[src/rtl/q_serializer_if.sv]
// rtl/q_serializer_if.sv - request/pulse-train bundle between a charge source and q_serializer
interface q_serializer_if #(
  parameter int BUS_WIDTH = 10
);
  logic                 start;
  logic [BUS_WIDTH-1:0] q_in;
  logic                 q_serialized;
  logic                 busy;
  logic                 done;

  modport master (
    output start, q_in,
    input  q_serialized, busy, done
  );

  modport slave (
    input  start, q_in,
    output q_serialized, busy, done
  );
endinterface

[src/rtl/q_serializer.sv]
// rtl/q_serializer.sv - turns a charge value into floor(q_in/Q_PER_PULSE) fixed-width pulses
// Define Q_SERIALIZER_ROUND_EN to round the pulse count half-up instead of truncating.
module q_serializer #(
  parameter int BUS_WIDTH      = 10,
  parameter int Q_PER_PULSE    = 30,
  parameter int PULSE_DURATION = 3,
  parameter int GAP_DURATION   = 2
) (
  input  logic           clk,
  input  logic           rst,
  q_serializer_if.slave  bus
);
  localparam int MAX_DUR = (PULSE_DURATION > GAP_DURATION) ? PULSE_DURATION : GAP_DURATION;
  localparam int CW      = (MAX_DUR > 1) ? $clog2(MAX_DUR) : 1;

  localparam logic [BUS_WIDTH-1:0] QP         = BUS_WIDTH'(Q_PER_PULSE);
  localparam logic [CW-1:0]        PULSE_LOAD = CW'(PULSE_DURATION - 1);
  localparam logic [CW-1:0]        GAP_LOAD   = CW'(GAP_DURATION - 1);

  typedef enum logic [1:0] {IDLE, HIGH, LOW, DONE} state_t;

  state_t               state;
  logic [BUS_WIDTH-1:0] rem;
  logic [CW-1:0]        cnt;
  logic                 qs_r;
  logic                 busy_r;
  logic                 done_r;

  // Decision point is shared by the accepting edge (uses q_in) and the end of a gap (uses rem).
  logic [BUS_WIDTH-1:0] src;
  logic                 take_full;
  logic                 take_pulse;
  logic [BUS_WIDTH-1:0] rem_after;

  assign src       = (state == IDLE) ? bus.q_in : rem;
  assign take_full = (src >= QP);

`ifdef Q_SERIALIZER_ROUND_EN
  localparam logic [BUS_WIDTH-1:0] QH = BUS_WIDTH'(Q_PER_PULSE / 2);
  logic take_round;
  assign take_round = (src != '0) && (src >= QH);
  assign take_pulse = take_full || take_round;
`else
  assign take_pulse = take_full;
`endif

  // A rounding pulse consumes whatever is left, so rem settles at zero.
  assign rem_after = take_full ? (src - QP) : '0;

  always_ff @(posedge clk) begin
    if (rst) begin
      state  <= IDLE;
      rem    <= '0;
      cnt    <= '0;
      qs_r   <= 1'b0;
      busy_r <= 1'b0;
      done_r <= 1'b0;
    end else begin
      case (state)
        IDLE: begin
          if (bus.start) begin
            busy_r <= 1'b1;
            if (take_pulse) begin
              state <= HIGH;
              rem   <= rem_after;
              cnt   <= PULSE_LOAD;
              qs_r  <= 1'b1;
            end else begin
              state  <= DONE;
              rem    <= bus.q_in;
              cnt    <= '0;
              done_r <= 1'b1;
            end
          end
        end
        HIGH: begin
          if (cnt == '0) begin
            state <= LOW;
            cnt   <= GAP_LOAD;
            qs_r  <= 1'b0;
          end else begin
            cnt <= cnt - 1'b1;
          end
        end
        LOW: begin
          if (cnt == '0) begin
            if (take_pulse) begin
              state <= HIGH;
              rem   <= rem_after;
              cnt   <= PULSE_LOAD;
              qs_r  <= 1'b1;
            end else begin
              state  <= DONE;
              cnt    <= '0;
              done_r <= 1'b1;
            end
          end else begin
            cnt <= cnt - 1'b1;
          end
        end
        DONE: begin
          state  <= IDLE;
          cnt    <= '0;
          busy_r <= 1'b0;
          done_r <= 1'b0;
        end
        default: begin
          state  <= IDLE;
          cnt    <= '0;
          qs_r   <= 1'b0;
          busy_r <= 1'b0;
          done_r <= 1'b0;
        end
      endcase
    end
  end

  assign bus.q_serialized = qs_r;
  assign bus.busy         = busy_r;
  assign bus.done         = done_r;
endmodule

[src/flat_wrapper.sv]
// flat-port wrapper written by rule: the top's interface ports become plain ports
module q_serializer_flat 
#(
  parameter int BUS_WIDTH      = 10,
  parameter int Q_PER_PULSE    = 30,
  parameter int PULSE_DURATION = 3,
  parameter int GAP_DURATION   = 2
)
  (clk, rst, bus_start, bus_q_in, bus_q_serialized, bus_busy, bus_done);
  q_serializer_if #(.BUS_WIDTH(BUS_WIDTH)) bus_i ();
  input  logic clk;
  input  logic rst;
  input wire logic [$bits(bus_i.start)-1:0] bus_start;
  input wire logic [$bits(bus_i.q_in)-1:0] bus_q_in;
  output wire logic [$bits(bus_i.q_serialized)-1:0] bus_q_serialized;
  output wire logic [$bits(bus_i.busy)-1:0] bus_busy;
  output wire logic [$bits(bus_i.done)-1:0] bus_done;
  assign bus_i.start = bus_start;
  assign bus_i.q_in = bus_q_in;
  assign bus_q_serialized = bus_i.q_serialized;
  assign bus_busy = bus_i.busy;
  assign bus_done = bus_i.done;
  q_serializer #(.BUS_WIDTH(BUS_WIDTH), .Q_PER_PULSE(Q_PER_PULSE), .PULSE_DURATION(PULSE_DURATION), .GAP_DURATION(GAP_DURATION)) u_core (.clk(clk), .rst(rst), .bus(bus_i));
endmodule
[config.mk]
export PLATFORM = sky130hd
export DESIGN_NAME = q_serializer_flat
export DESIGN_NICKNAME = d
export VERILOG_FILES = /design/src/rtl/q_serializer_if.sv /design/src/rtl/q_serializer.sv /design/src/flat_wrapper.sv
export SDC_FILE = /design/constraint.sdc
export NUM_CORES = 1
export LEC_CHECK = 0
export CAP_MARGIN = 30
export CORE_MARGIN = 2
export CORE_UTILIZATION = 48
export CTS_BUF_LIST = sky130_fd_sc_hd__clkbuf_8 sky130_fd_sc_hd__clkbuf_16
export DETAILED_ROUTE_END_ITERATION = 10
export GPL_ROUTABILITY_DRIVEN = 0
export PLACE_DENSITY = 0.82
export SLEW_MARGIN = 20
export SYNTH_ARGS = -nofsm -noshare
export SYNTH_HDL_FRONTEND = slang
export SYNTH_SLANG_ARGS = --single-unit
[constraint.sdc]
create_clock -name clk -period 2.4 [get_ports clk]
set_clock_uncertainty 0.2 [all_clocks]
set_input_delay 0.24 -clock clk [delete_from_list [all_inputs] [get_ports clk]]
set_output_delay 0.24 -clock clk [all_outputs]
set_load 0.01 [all_outputs]
==> results of run 1 <==
power breakdown:
group | total (mW) | leakage [nW] | internal (mW) | switching, mW
Sequential | 0.425 | 0.133 | 0.339 | 0.0860
Combinational | 0.774 | 0.486 | 0.388 | 0.386
Clock | 0.200 | 0.0216 | 0.111 | 0.0891
layout make-up:
type,count,area [um^2],area share [%]
repair buffers,41,343,22.5
well taps,28,35.0,2.30
inverters,4,15.0,0.987
flip-flops and latches,16,328,21.5
clock buffers,3,41.3,2.71
multi-input cells,114,759,49.9
critical path, stage by stage, from the launching register on:
cell and delay, ns:
dfxtp_4 0.37, or4_4 0.55, o31ai_4 0.09, nand3_4 0.11, or3_4 0.45, buf_4 0.16
mux2i_1 0.13, a211oi_1 0.24
per-stage QoR:
step / hold slack [ns] / cells / TNS, ns / cell area (um^2) / setup WS [ns]
global route: 0.308 / 206 / -0.113 / 1520 / -0.0445
floorplan: 0.108 / 142 / 0 / 1140 / 0.0316
global placement: 0.255 / 196 / -0.457 / 1420 / -0.143
detailed placement: 0.259 / 196 / -0.961 / 1420 / -0.205
finish: 0.265 / 206 / 0 / 1520 / 0.0229
CTS: 0.268 / 199 / 0 / 1460 / 0.000359
per-layer routing:
metal / wire, um / share of wire (%) / vias up
met2: 1580 / 50 / 48
met5: 0 / 0 / -
met3: 127 / 4.0 / 15
li1: - / - / 593
met1: 1320 / 42 / 564
met4: 133 / 4.2 / 0
timing repair:
item / CTS / global route
gates cloned: 0 / 0
buffers inserted: 0 / 7
endpoints found under the setup margin: 1 / 5
pin swaps: 0 / 5
gates resized for setup: 1 / 5
registers in the layout, indices dropped and copies added, names as in the netlist:
signal	count
u_core.rem	9
u_core.bus.done	1
u_core.bus.q_serialized	1
u_core.cnt	2
u_core.bus.busy	1
u_core.state	2
cell usage in the layout, fill, tap and decap left out, drive strengths merged, types with 4 or more instances in the layout:
master / count
clkdlybuf4s50: 14
o21ai: 10
nor2: 15
nand2: 14
xor2: 5
mux2i: 8
dfxtp: 16
nand3: 8
a21oi: 13
buf: 27
inv: 4
nor3: 4
final timing paths:
check	from	endpoint	slack (ns)	cells past startpoint
worst min-delay path	u_core.bus.q_serialized	u_core.bus.q_serialized	0.26	2
worst min register to register	u_core.bus.q_serialized	u_core.bus.q_serialized	0.26	2
worst max register to register	u_core.state[1]	u_core.rem[4]	0.02	7
worst max-delay path	u_core.state[1]	u_core.rem[4]	0.02	7
cell families (layout without fill, tap and decap cells):
logic type,after synthesis,after routing,synth area share [%]
compound gates,44,44,26.6
xor+xnor,7,7,5.41
buf+inv,12,48,5.08
flops,16,16,28.3
simple gates,53,53,24.3
fa+ha+maj,1,1,1.10
mux,9,9,9.17
==> results.md, run 1 <==
- Sink Count: 16
- Antenna violations before repair: 0
- Final hold violations: 0
- Fin util: 68.8%
- 1st-iter DRT viols: 36
- Synth warn: 0
- Max-slew violations: 0
- Die X: 52.6 um
- Most instantiated cells after synthesis: dfxtp_1, nand2_1, nor2_1, a21oi_1, o21ai_0
- Worst setup EP type: flop
- LEAKAGE: 0.641 nW
- # diodes: 0
- Synth Net Count: 156
- Pin count of the biggest net entering global routing: 15
- Worst Path Max Fanout: 7
- Tmin final: 2.38 ns
- Clk_lat worst skew: 0.25 ns
- Syn Inst Count: 142
- Status: finished clean
- Max cap viols: 0
- Post-synthesis cell type count: 42
- CP Class: flop to flop
- CTS max path bufs: 2
- Top_reg_cell synth: dfxtp_1
- Yosys reg bits: 16
- Post-synth EDFFs: 0
- RSZ-0062 raised after global routing: true
- Async SR Flop Fraction: 0%
- GR Util met2: 42.1%
- Nets: 194
- Top Usage Layer GRT: met2
- Slew @ Worst Pin: 0.484 ns
- Most common cell in the synthesized netlist: dfxtp_1
- Tcrit/Tclk final: 99.0%
- Average via count per standard cell: 5.92
- Total grt overflow: 0
- Die Height: 52.6 um
- Initial Util: 51.2%
- Average wire per standard cell: 15.3 um
- Worst EP arrival: 2.34 ns
- CP Data Required Time: 2.37 ns
- Post-DP HPWL: 2260 um
- ANT nets after route: 0
- Max transition margin: 67.6%
- Startpoint class of the critical path: flop
- Pwr per Cell Area: 920 nW/um^2
- # rows: 17
- Clk slew on worst S/H paths: 0.06 ns
- Fmax: 421 MHz
- Peak supply drop: 482 uV
- Sequential area share after synthesis: 28.3%
- Clock H-tree levels: 1
- Gr usage total: 24.0%
- Root buffer cell: clkbuf_8
- DRC viols: 0
- IO buf count: 14
- Met3 capacity usage during global routing: 2.86%
- Largest area contributor in the netlist: dfxtp_1
- # IOs: 16
- Met1 Use GR: 27.4%
- Share of the synthesized area in the top cell type: 28.3%
- Total number of vias: 1220
- Drt first pass iters: 4
- Fill cells: 189
- Ratio of cells with drive above 1 in the final layout: 23.6%
- Final WL: 3160 um
- CTS buffer count: 3
- Core outline area: 2210 um^2
- Final setup fails: 0
- Global-route wire length before repair: 4810 um
- DIE AREA: 2760 um^2
- Hold_buf cts: 0
- Worst hold path class: flop to flop
- Vias in the first global route: 1088
- TritonCTS clock tree: built
- Mapped cell area: 1130 um^2
- Tot Pwr: 1.40 mW
- Syn_area_per_cell: 7.97 um^2
- Synth-to-layout area growth: 34.4%
- Top cells by area, synth: dfxtp_1, mux2i_1, a21oi_1, nand2_1, nor2_1
Note: power is estimated with default switching activity, not from simulation.
==> run 2: changes to the inputs <==
--- a/config.mk
+++ b/config.mk
@@ -7,11 +7,12 @@
 export LEC_CHECK = 0
 export CAP_MARGIN = 30
 export CORE_MARGIN = 2
-export CORE_UTILIZATION = 48
+export CORE_UTILIZATION = 55
 export CTS_BUF_LIST = sky130_fd_sc_hd__clkbuf_8 sky130_fd_sc_hd__clkbuf_16
 export DETAILED_ROUTE_END_ITERATION = 10
+export DONT_BUFFER_PORTS = 1
 export GPL_ROUTABILITY_DRIVEN = 0
-export PLACE_DENSITY = 0.82
+export PLACE_DENSITY = 0.81
 export SLEW_MARGIN = 20
 export SYNTH_ARGS = -nofsm -noshare
 export SYNTH_HDL_FRONTEND = slang
==> run 2 against run 1 <==
  * Wire length down 12%
  * Die area down 12%
  * Highest routed layer unchanged
  * Combinational power down 14%
  * Sequential cell count unchanged
==> results.md, run 2 (synthesis results as in run 1) <==
- Max-slew violations: 0 (unchanged)
- Tcrit/Tclk final: 98.0% (-1.1 points)
- CP Data Required Time: 2.32 ns (-0.05 ns)
- LEAKAGE: 0.547 nW (-15%)
- ANT nets after route: 0 (unchanged)
- DIE AREA: 2440 um^2 (-12%)
- Slowest stage delay, CP: 0.54 ns (about the same)
- Most frequent cells in the layout: nand2_1, nor2_1, dfxtp_1
- Global-route wire length before repair: 4720 um (-1.9%)
- Reg with most FFs: u_core.rem
- Average via count per standard cell: 6.34 (+7.0%)
- IO buf count: 0 (-14)
- WP buf/inv: 1 (unchanged)
- Ratio of cells with drive above 1 in the final layout: 20.1% (-3.5 points)
- Gr usage total: 24.8% (+0.81 points)
- # diodes: 0 (unchanged)
- # rows: 16 (-1)
- Antenna violations before repair: 0 (unchanged)
- Hold Startpoint: bus_q_in[6]
- Status: finished clean
- Root buffer cell: clkbuf_8
- Peak supply drop: 768 uV (+59%)
- Max transition margin: 49.5% (-18 points)
- Launching point of the worst reg2reg path: u_core.state[0]
- Synth-to-layout area growth: 17.6%
- 1st-iter DRT viols: 40 (+11%)
- Die Height: 49.4 um (-6.1%)
- CTS buffer count: 3 (unchanged)
- Clk_lat worst skew: 0.25 ns (about the same)
- Die X: 49.4 um (-6.1%)
- Crit path launch: u_core.state[0]
- Clk slew on worst S/H paths: 0.06 ns (about the same)
- Total number of vias: 1147 (-6.0%)
- CTS max path bufs: 2 (unchanged)
- Startpoint class of the critical path: flop
- Cell area after layout: 1330 um^2 (-12%)
- Post-DP HPWL: 1810 um (-20%)
- Hold_ws: 0.00858 ns (-0.256 ns)
- Critical-path top delay cell: or4_4
- Initial Util: 58.3% (+7.1 points)
- Cell Area, Placed: 1180 um^2 (-17%)
- Slew @ Worst Pin: 0.755 ns (+0.271 ns)
- Worst Path Max Fanout: 8 (+1)
- Tmin final: 2.35 ns (-0.0258 ns)
- Worst hold path class: primary input to flop
- Worst EP arrival: 2.27 ns (-0.07 ns)
- Number of flip-flops in the largest register: 9 (unchanged)
- Average wire per standard cell: 15.4 um (+0.55%)
- Pwr per Cell Area: 1000 nW/um^2 (+9.0%)
- Post-Layout Cell Count: 181 (-12%)
- # IOs: 16 (unchanged)
- Largest registers: u_core.rem (9), u_core.cnt (2), u_core.state (2)
- RSZ-0062 raised after global routing: true
- DRC viols: 0 (unchanged)
- Drt first pass iters: 4 (unchanged)
- Fmax: 425 MHz (+1.1%)
- Nets: 169 (-13%)
- Worst setup EP type: flop
- Vias in the first global route: 1029 (-5.4%)
- Clock H-tree levels: 1 (unchanged)
- Final setup fails: 0 (unchanged)
- Final hold violations: 0 (unchanged)
- Cell family with most CP delay: simple AND/OR/NAND/NOR gates
- Core outline area: 1940 um^2 (-12%)
- Placed cell count: 168 (-14%)
- Sink Count: 16 (unchanged)
- CP Cell Sequence: or4_4 -> o31ai_4 -> nand3_4 -> or3_4 -> buf_6 -> o211ai_1 -> a21oi_1
- CP Class: flop to flop
- Final WL: 2790 um (-12%)
- Pin count of the biggest net entering global routing: 15 (unchanged)
- Total grt overflow: 0 (unchanged)
- Max cap viols: 0 (unchanged)
- TritonCTS clock tree: built
run 2: cell types whose count changed in the layout (fill, tap and decap cells not counted), sizes merged:
cell           previous run  this run
buf                      27        13
clkbuf                    3         4
clkdlybuf4s50            14         0
dlygate4sd3               0         3
run 2: metrics by stage:
stage	power (mW)	util [%]	setup TNS, ns	setup slack [ns]
floorplan	0.886	-	0	0.0316
detailed placement	0.994	60.8	0	0.00507
global placement	0.974	60.8	0	0.0587
finish	1.34	68.6	0	0.0487
CTS	1.26	65.2	0	0.00142
global route	1.43	68.6	-0.322	-0.0649
run 2: worst register-to-register path, delay by kind of cell, from the launching register on:
kind	cells	cell delay, ns
AND/OR/NAND/NOR	3	1.12
AO/OA/AOI/OAI	3	0.37
buffers and inverters	1	0.15
flip-flops	1	0.38
run 2: area by class of cell:
cell class	count	area [um^2]
multi-input cells	114	771
fillers	172	611
flip-flops and latches	16	325
repair buffers	16	131
clock buffers	4	55.1
well taps	27	33.8
inverters	4	15.0
run 2: final timing paths:
path	to	slack (ns)	cells past startpoint
max	u_core.rem[8]	0.05	7
min	u_core.rem[6]	0.009	2
max reg2reg	u_core.rem[8]	0.05	7
min reg2reg	u_core.rem[9]	0.30	2
run 2: per-layer routing:
metal  track usage (%)  vias to the layer above  share of wire, %
met5                 0                        -                 0
li1                  -                      544                 -
met2              44.8                       50                52
met3              6.75                        6               7.0
met1              28.6                      547                40
met4              6.48                        0               1.3
run 2: report_power, final:
part	internal, mW	switching [mW]
Clock	0.146	0.0964
Combinational	0.322	0.344
Sequential	0.338	0.0892
Total	0.805	0.530
run 2: repair_timing:
action	4_1_cts	5_1_grt
setup buffers	0	6
setup endpoints to repair	1	9
hold buffers	3	0
endpoints found under the hold margin	15	0
cloned	0	0
pin swaps	0	7
gates resized for setup	1	6
==> run 3: changes to the inputs <==
--- a/config.mk
+++ b/config.mk
@@ -8,10 +8,11 @@
 export CAP_MARGIN = 30
 export CORE_MARGIN = 2
 export CORE_UTILIZATION = 55
-export CTS_BUF_LIST = sky130_fd_sc_hd__clkbuf_8 sky130_fd_sc_hd__clkbuf_16
+export CTS_BUF_LIST = sky130_fd_sc_hd__clkbuf_4 sky130_fd_sc_hd__clkbuf_8 sky130_fd_sc_hd__clkbuf_16
 export DETAILED_ROUTE_END_ITERATION = 10
 export DONT_BUFFER_PORTS = 1
 export GPL_ROUTABILITY_DRIVEN = 0
+export GPL_TIMING_DRIVEN = 0
 export PLACE_DENSITY = 0.81
 export SLEW_MARGIN = 20
 export SYNTH_ARGS = -nofsm -noshare
==> run 3 against run 2 <==
  * The flow now finishes with violations (negative setup slack)
  * Worst setup slack worse by 0.068 ns
  * Fmax shrank 2.8%
  * Clock-buffer cell count is the same
  * First-iteration DRC count increased by 43%
  * Core utilization grew 6.3 points
  * Via count grew 6.4%
  * Non-clock buffer count is 15 higher
  * Clock power is 21% lower
  * Worst hold slack lost 0.0054 ns
  * Sequential share of layout area is 2.2 points lower
  * Total power grew 4.0%
==> results.md, run 3 (synthesis results as in run 1) <==
- Status: complete, but fails checks
- Failing checks: negative setup slack
- Worst Path Max Fanout: 6 (-2)
- Worst hold path class: primary input to flop
- 1st-iter DRT viols: 57 (+43%)
- Reg2reg path depth: 8 (+1)
- Hold path cells: 3 (+1)
- Largest registers: u_core.rem (9), u_core.cnt (2), u_core.state (2)
- Die Height: 49.4 um (unchanged)
- Core outline area: 1940 um^2 (unchanged)
- Startpoint class of the critical path: flop
- Total grt overflow: 0 (unchanged)
- CP Data Required Time: 2.38 ns (+0.06 ns)
- # diodes: 0 (unchanged)
- Pwr per Cell Area: 956 nW/um^2 (-4.7%)
- Average via count per standard cell: 6.22 (-1.8%)
- DIE AREA: 2440 um^2 (unchanged)
- Tcrit/Tclk final: 101% (+2.8 points)
- Fin util: 74.8% (+6.3 points)
- Peak supply drop: 582 uV (-24%)
- Cell Area, Placed: 1170 um^2 (-0.63%)
- CP Class: flop to flop
- Flop2flop setup slack: -0.02 ns (-0.07 ns)
- Hold Startpoint: bus_start
- Max-slew violations: 0 (unchanged)
- Final WL: 3270 um (+17%)
- Fill cells: 136 (-21%)
- Clk_lat worst skew: 0.31 ns (+0.06 ns)
- Placed cell count: 169 (+0.60%)
- Storage element area: 323 um^2 (-0.77%)
- Final setup fails: 2 (+2)
- Worst setup EP type: flop
- Global-route wire length before repair: 5030 um (+6.6%)
- Average wire per standard cell: 16.7 um (+8.0%)
- Tot Pwr: 1.39 mW (+4.0%)
- Area of the multi-input gates: 778 um^2 (+0.97%)
- CTS buffer count: 3 (unchanged)
- Initial Util: 58.3% (unchanged)
- # rows: 16 (unchanged)
- Setup WS pre-CTS: -0.238 ns (-0.243 ns)
- Sink Count: 16 (unchanged)
- ANT nets after route: 0 (unchanged)
- TritonCTS clock tree: built
- Slew @ Worst Pin: 0.497 ns (-0.258 ns)
- Final hold violations: 0 (unchanged)
- Tmin final: 2.42 ns (+0.0682 ns)
- Root buffer cell: clkbuf_4
- Post-Layout Cell Count: 196 (+8.3%)
- Pin count of the biggest net entering global routing: 11 (-4)
- RR Endpoint: u_core.rem[6]
- Cell area after layout: 1450 um^2 (+9.1%)
- LEAKAGE: 0.606 nW (+11%)
- Ratio of cells with drive above 1 in the final layout: 24.9% (+4.7 points)
- Total number of vias: 1220 (+6.4%)
- Final TNS setup: -0.0231 ns (-0.0231 ns)
- Antenna violations before repair: 0 (unchanged)
- Hold_ws: 0.00318 ns (-0.00540 ns)
- CTS max path bufs: 2 (unchanged)
- Launching point of the worst reg2reg path: u_core.state[1]
- Post-DP HPWL: 1870 um (+3.7%)
- # IOs: 16 (unchanged)
- RSZ-0062 raised after global routing: true
- Synth-to-layout area growth: 28.3%
- Clk slew on worst S/H paths: 0.11 ns (+0.05 ns)
- Nets: 184 (+8.9%)
- Most frequent cells in the layout: buf_4, nand2_1, nor2_1, dfxtp_1, a21oi_1
- Number of flip-flops in the largest register: 9 (unchanged)
- Setup WS post-layout: -0.0194 ns (-0.0682 ns)
- IO buf count: 0 (unchanged)
- Crit path launch: u_core.state[1]
- WHS Endpoint: u_core.bus.q_serialized
- Clock H-tree levels: 1 (unchanged)
- Reg with most FFs: u_core.rem
- Gr usage total: 26.6% (+1.8 points)
- Fmax: 413 MHz (-2.8%)
- Worst EP arrival: 2.40 ns (+0.13 ns)
- Die X: 49.4 um (unchanged)
- DRC viols: 0 (unchanged)
- Drt first pass iters: 5 (+1)
- Max transition margin: 66.8% (+17 points)
- Max cap viols: 0 (unchanged)
- Vias in the first global route: 1111 (+8.0%)
==> run 3: cell count changes in the layout (fill, tap and decap cells not counted), moves of 2 or more <==
| cell | before | now |
|---|---|---|
| buf_4 | 12 | 14 |
| buf_6 | 1 | 5 |
| clkbuf_1 | 0 | 2 |
| clkbuf_8 | 4 | 1 |
| dlygate4sd3_1 | 3 | 7 |
| clkbuf_4 | 0 | 4 |
==> run 3: area by class of cell <==
type / instances / area share [%]
sequential: 16 / 22.2
inverter: 4 / 1.03
multi-input combinational: 114 / 53.6
buffer: 8 / 4.22
timing repair buffer: 23 / 14.1
tap: 27 / 2.33
clock buffer: 4 / 2.50
==> run 3: power by group <==
group	switching, mW	internal, mW
clock network	0.0986	0.0928
logic	0.396	0.382
registers	0.0833	0.336
total	0.577	0.811
==> run 3: how the worst max path moves through the flow <==
| stage | depth (start not counted) | slack (ns) | to |
|---|---|---|---|
| 3_5_place_dp | 10 | -0.24 | u_core.rem[9] |
| 2_1_floorplan | 10 | 0.03 | u_core.rem[7] |
| 6_report | 8 | -0.02 | u_core.rem[6] |
| 4_1_cts | 10 | 0.003 | u_core.rem[2] |
| 5_1_grt | 10 | -0.11 | u_core.rem[9] |
| 3_3_place_gp | 10 | -0.21 | u_core.rem[7] |
==> run 3: what timing repair did <==
item | 4_1_cts | 5_1_grt
hold buffers | 7 | 0
gates resized for setup | 7 | 14
cloned | 0 | 0
hold endpoints to repair | 11 | 0
setup endpoints to repair | 8 | 9
pin swaps | 3 | 12
buffers inserted | 5 | 11
==> run 3: metal layers <==
layer	up-vias	part of all wire, %	track usage (%)
met5	-	0	0
met4	0	2.3	13.9
met3	9	7.6	6.44
met2	65	49	43.2
met1	563	41	32.5
li1	583	-	-
==> run 3: critical path: stages, from the launching register on <==
cell	delay (ns)
dfxtp_2	0.37
or4_4	0.55
o31ai_4	0.09
nand3_4	0.12
or3_4	0.42
buf_8	0.15
buf_6	0.12
o211ai_1	0.17
a21oi_1	0.09
